--- config.mk ---
export PLATFORM = sky130hd
export DESIGN_NAME = pair_uart_printer
export DESIGN_NICKNAME = d
export VERILOG_FILES = /design/src/rtl/pair_uart_printer.sv
export SDC_FILE = /design/constraint.sdc
export NUM_CORES = 1
export LEC_CHECK = 0
export BUFFER_PORTS_ARGS = -buffer_cell sky130_fd_sc_hd__buf_2
export CAP_MARGIN = 40
export CELL_PAD_IN_SITES_DETAIL_PLACEMENT = 0
export CELL_PAD_IN_SITES_GLOBAL_PLACEMENT = 1
export CORE_ASPECT_RATIO = 1.5
export CORE_MARGIN = 2
export CORE_UTILIZATION = 51
export CTS_CLUSTER_DIAMETER = 100
export DETAILED_ROUTE_END_ITERATION = 16
export PLACE_DENSITY_LB_ADDON = 0.1
export SYNTH_ARGS = -nofsm -noshare
export SYNTH_HDL_FRONTEND = slang
export SYNTH_SLANG_ARGS = --single-unit
--- constraint.sdc ---
create_clock -name clk -period 3.2 [get_ports clk]
set_clock_uncertainty 0.05 [all_clocks]
set_input_delay 0.32 -clock clk [delete_from_list [all_inputs] [get_ports clk]]
set_output_delay 0.32 -clock clk [all_outputs]
set_load 0.01 [all_outputs]
--- src/rtl/pair_uart_printer.sv ---
// pair_uart_printer: prints (lhs, rhs) character pairs on a UART TX line, CR/LF after each last pair.
// Define PRINTER_PARITY_EN to insert an even-parity bit between data and stop.
module pair_uart_printer #(
  parameter int CLKS_PER_BIT = 104,
  parameter int FIFO_DEPTH   = 4
) (
  input  logic       clk,
  input  logic       rst,
  input  logic       in_valid,
  output logic       in_ready,
  input  logic [7:0] in_lhs,
  input  logic [7:0] in_rhs,
  input  logic       in_last,
  output logic       tx,
  output logic       busy,
  output logic       line_done
);
  localparam int AW = $clog2(FIFO_DEPTH);
  localparam int CW = AW + 1;
  typedef enum logic [2:0] {IDLE, LHS, RHS, CR, LF} p_state_t;
`ifdef PRINTER_PARITY_EN
  typedef enum logic [2:0] {S_IDLE, START, DATA, PARITY, STOP} s_state_t;
`else
  typedef enum logic [2:0] {S_IDLE, START, DATA, STOP} s_state_t;
`endif
  logic [16:0] mem [FIFO_DEPTH];
  logic [16:0] hold;
  logic [AW-1:0] wr_ptr, rd_ptr;
  logic [CW-1:0] count;
  logic full, empty, push, pop;
  p_state_t p_state, p_next;
  s_state_t s_state, s_next;
  logic [15:0] cnt;
  logic [2:0] idx;
  logic [7:0] sh, cur_byte;
  logic start, bit_end, byte_done;
  assign full = count == CW'(FIFO_DEPTH);
  assign empty = count == '0;
  assign in_ready = !full;
  assign pop = p_state == IDLE && !empty;
  // a pop frees a slot in the same edge, so a full FIFO still takes a push then
  assign push = in_valid && (!full || pop);
  assign busy = !empty || p_state != IDLE;
  always_ff @(posedge clk)
    if (push) mem[wr_ptr] <= {in_last, in_lhs, in_rhs};
  always_ff @(posedge clk) begin
    if (rst) begin
      wr_ptr <= '0;
      rd_ptr <= '0;
      count <= '0;
    end else begin
      if (push) wr_ptr <= wr_ptr + AW'(1);
      if (pop) begin
        rd_ptr <= rd_ptr + AW'(1);
        hold <= mem[rd_ptr];
      end
      count <= count + CW'(push) - CW'(pop);
    end
  end
  always_ff @(posedge clk)
    if (rst) p_state <= IDLE;
    else p_state <= p_next;
  always_comb begin
    p_next = p_state;
    case (p_state)
      IDLE: p_next = empty ? IDLE : LHS;
      LHS: p_next = byte_done ? RHS : LHS;
      RHS: p_next = byte_done ? (hold[16] ? CR : IDLE) : RHS;
      CR: p_next = byte_done ? LF : CR;
      LF: p_next = byte_done ? IDLE : LF;
      default: p_next = IDLE;
    endcase
  end
  assign line_done = p_state == LF && byte_done;
  assign cur_byte = p_state == LHS ? hold[15:8] : p_state == RHS ? hold[7:0] : p_state == CR ? 8'h0D : 8'h0A;
  assign start = p_state != IDLE && s_state == S_IDLE;
  assign bit_end = cnt == '0;
  assign byte_done = s_state == STOP && bit_end;
  always_ff @(posedge clk)
    if (rst) s_state <= S_IDLE;
    else s_state <= s_next;
  always_comb begin
    s_next = s_state;
    case (s_state)
      S_IDLE: s_next = start ? START : S_IDLE;
      START: s_next = bit_end ? DATA : START;
`ifdef PRINTER_PARITY_EN
      DATA: s_next = bit_end && idx == 3'd7 ? PARITY : DATA;
      PARITY: s_next = bit_end ? STOP : PARITY;
`else
      DATA: s_next = bit_end && idx == 3'd7 ? STOP : DATA;
`endif
      STOP: s_next = bit_end ? S_IDLE : STOP;
      default: s_next = S_IDLE;
    endcase
  end
  always_comb begin
    tx = 1'b1;
    if (s_state == START) tx = 1'b0;
    if (s_state == DATA) tx = sh[idx];
`ifdef PRINTER_PARITY_EN
    if (s_state == PARITY) tx = ^sh;
`endif
  end
  always_ff @(posedge clk) begin
    if (rst) begin
      cnt <= '0;
      idx <= '0;
      sh <= '0;
    end else if (start) begin
      cnt <= 16'(CLKS_PER_BIT - 1);
      idx <= '0;
      sh <= cur_byte;
    end else if (s_state != S_IDLE) begin
      cnt <= bit_end ? 16'(CLKS_PER_BIT - 1) : cnt - 16'd1;
      if (s_state == DATA && bit_end) idx <= idx + 3'd1;
    end
  end
endmodule

==> impl_metrics.toml <==
[timing]
finalCriticalPeriod_ns = 3.02
setup_tns_ns = 0
slew_viol_final = 0
fmax_mhz = 331
hold_viol_final = 0
tightest_slew_ns = 0.689
slew-limit-headroom_pct = 53.7
fin_crit_sh_pct = 94.3
setup_viol_count_final = 0
fin_ws_ns = 0.182
rsz0062_at_grt = "no"

[clock_tree]
clock_path_buffers = 2
clk_latency_ns = 0.41
cts.htree.levels = 4
cts_setup_buffers = 0
clock_sinks = 124
cts_buffers = 17
tritoncts = "yes"
cts.repair.resized = 0
cts_hold_buffers = 0
clkSlewWorstSetupHoldPaths_ns = 0.06
cts-root-buf = "clkbuf_16"

[critical_path]
end_kind = "output port"
cp-endpoint = "line_done"
worstPathCellList = "inv_1, ha_1, or4b_2, or4_1, nor3_1, buf_2"
cp_num_buf_inv = 2
path_depth = 6
slowest_stage = "or4b_2"
critPathRequiredTime_ns = 2.83
slowest_delay_ns = 0.62
ff2ff_setup_slack_ns = 0.72
critPathMaxFanout = 9
critPathTopFamily = "simple AND/OR/NAND/NOR gates"
crit_type = "reg -> out"
worstSetupStartpointType = "flip-flop"
ff2ff_path_depth = 6
reg2reg_to = "idx[0]"
critPathLaunch = "cnt[0]"
cp.arrival_ns = 2.65
rr_startpoint = "cnt[0]"

[global_route]
antenna_found_initial = 0
grtUsageTotal_pct = 18.9
grt_max_degree = 26
grt_overflow = 0
grt_pass1_vias = 3192
grt_pass1_wl_um = 15200

[place]
io_buffers = 23
routabilityCongestion = 0.750
dp.cells = 492
postPlaceCellArea_mm2 = 0.00533
dpl.hpwl_um = 6200
dpl_worst_slack_ns = 0.623

[routing]
wl_per_cell_um = 17.3
routed_wl_um = 9080
ant_nets = 0
drt_iter0_markers = 113
drc = 0
vias = 2939
via_per_inst = 5.61
dr.pass1.iters = 4

[hold_path]
min_path_type = "in -> reg"
hold_depth = 1

[floorplan]
fp.dieH_um = 126
num_rows = 44
pin_count = 24
core_mm2 = 0.00963
die_w_um = 85.2
die-area_mm2 = 0.0107
initial_utilization_pct = 52.3

[final_layout]
finish.utilization_pct = 61.2
antenna_cells = 0
fin_area_mm2 = 0.00590
mostFrequentLayoutCell = "edfxtp_1"
drive_gt1_share_pct = 23.2
fin_cells = 524
num-nets-final = 426
area_delta_synth_final_pct = 17.1
mostFrequentLayoutCells = "edfxtp_1 (85), dfxtp_1 (39), a21oi_1 (28)"

[power]
internal_power_mw = 3.72
p_seq_share_pct = 41.2
peakVddDrop_uv = 538
p_sw_share_pct = 29.9
combPwrFrac_pct = 24.5
p_leak_nw = 2.05
power_density_mw_per_mm2 = 900
p_sw_mw = 1.59
clock_power_share_pct = 34.3

[logic_synthesis]
netlist_area_mm2 = 0.00504
ys_types = 46
syn_inst = 360
synth_flop_cell = "edfxtp_1"
ys_warn_count = 0
ys_seq_area_share_pct = 66.1
synthesis.nets = 390
synth_edf_count = 85
postSynthAreaPerCell_um2 = 14.0
async_flop_share_pct = 0
ys_ff_latch = 124

[job]
cap_violations = 0

[status]
status = "complete, no violations"
worst reg2reg max path, stage by stage, from the launching register on:
cell	delay, ns
dfxtp_1	0.34
inv_1	0.07
ha_1	0.22
or4b_2	0.62
or4_1	0.58
or3_1	0.39
a21oi_1	0.13
area by class of cell:
cell class	count	area, um2
well taps	115	144
fillers	774	3730
repair buffers	34	205
flip-flops and latches	124	3330
clock inverters	14	145
inverters	14	52.6
clock buffers	18	429
multi-input cells	205	1590
registers in the layout, summed over array words and instances (netlist names):
signal / cells
cnt: 16
rd_ptr: 2
idx: 3
wr_ptr: 2
p_state: 3
sh: 8
hold: 17
count: 3
mem: 68
s_state: 2
cell families after synthesis:
family,Yosys count,share of synthesized area (%)
and+or+nand+nor,104,11.2
adders and majority gates,10,2.63
AOI/OAI and AO/OA,61,7.17
muxes,20,8.69
xor gates and xnor gates,10,1.74
DFF,124,66.1
buffers and inverters,31,2.41
through the flow:
step                      hold WS, ns  power [mW]
after CTS                      0.0589        5.38
after global placement          0.389        3.51
after floorplan                 0.369        3.15
after detailed placement        0.395        3.54
final                          0.0732        5.31
after global routing           0.0607        5.62
metal layers:
layer | wire [um] | share of wire (%) | GRT usage (%)
met1 | 3530 | 39 | 19.7
met2 | 5130 | 57 | 34.7
met3 | 217 | 2.4 | 5.05
met4 | 205 | 2.3 | 8.59
met5 | 0 | 0 | 0
synthesized netlist by cell type (9+ instances only):
master | count | area share (%)
nor2_1 | 24 | 1.8
inv_1 | 14 | 1.0
mux4_2 | 19 | 8.5
clkbuf_1 | 12 | 0.89
dfxtp_1 | 39 | 15
a21oi_1 | 28 | 2.8
nor3_1 | 10 | 0.99
o21ai_0 | 12 | 1.2
edfxtp_1 | 85 | 51
or3_1 | 10 | 1.2
ha_1 | 9 | 2.2
nand2_1 | 16 | 1.2
power by group through the flow:
stage	registers, mW	logic, mW	clock network (mW)
2_1_floorplan	2.14	1.01	0
3_3_place_gp	2.23	1.28	0
3_5_place_dp	2.22	1.32	0
4_1_cts	2.19	1.33	1.86
5_1_grt	2.23	1.46	1.92
6_report	2.19	1.30	1.82
worst min-delay path by stage:
stage	startpoint	to	slack, ns
global placement	sh[0]	sh[0]	0.39
finish	in_rhs[6]	mem[2][6]	0.07
detailed placement	sh[2]	sh[2]	0.39
floorplan	in_rhs[0]	mem[0][0]	0.37
global route	in_lhs[0]	mem[2][8]	0.06
CTS	in_lhs[4]	mem[3][12]	0.06
(Power assumes the default switching activity.)
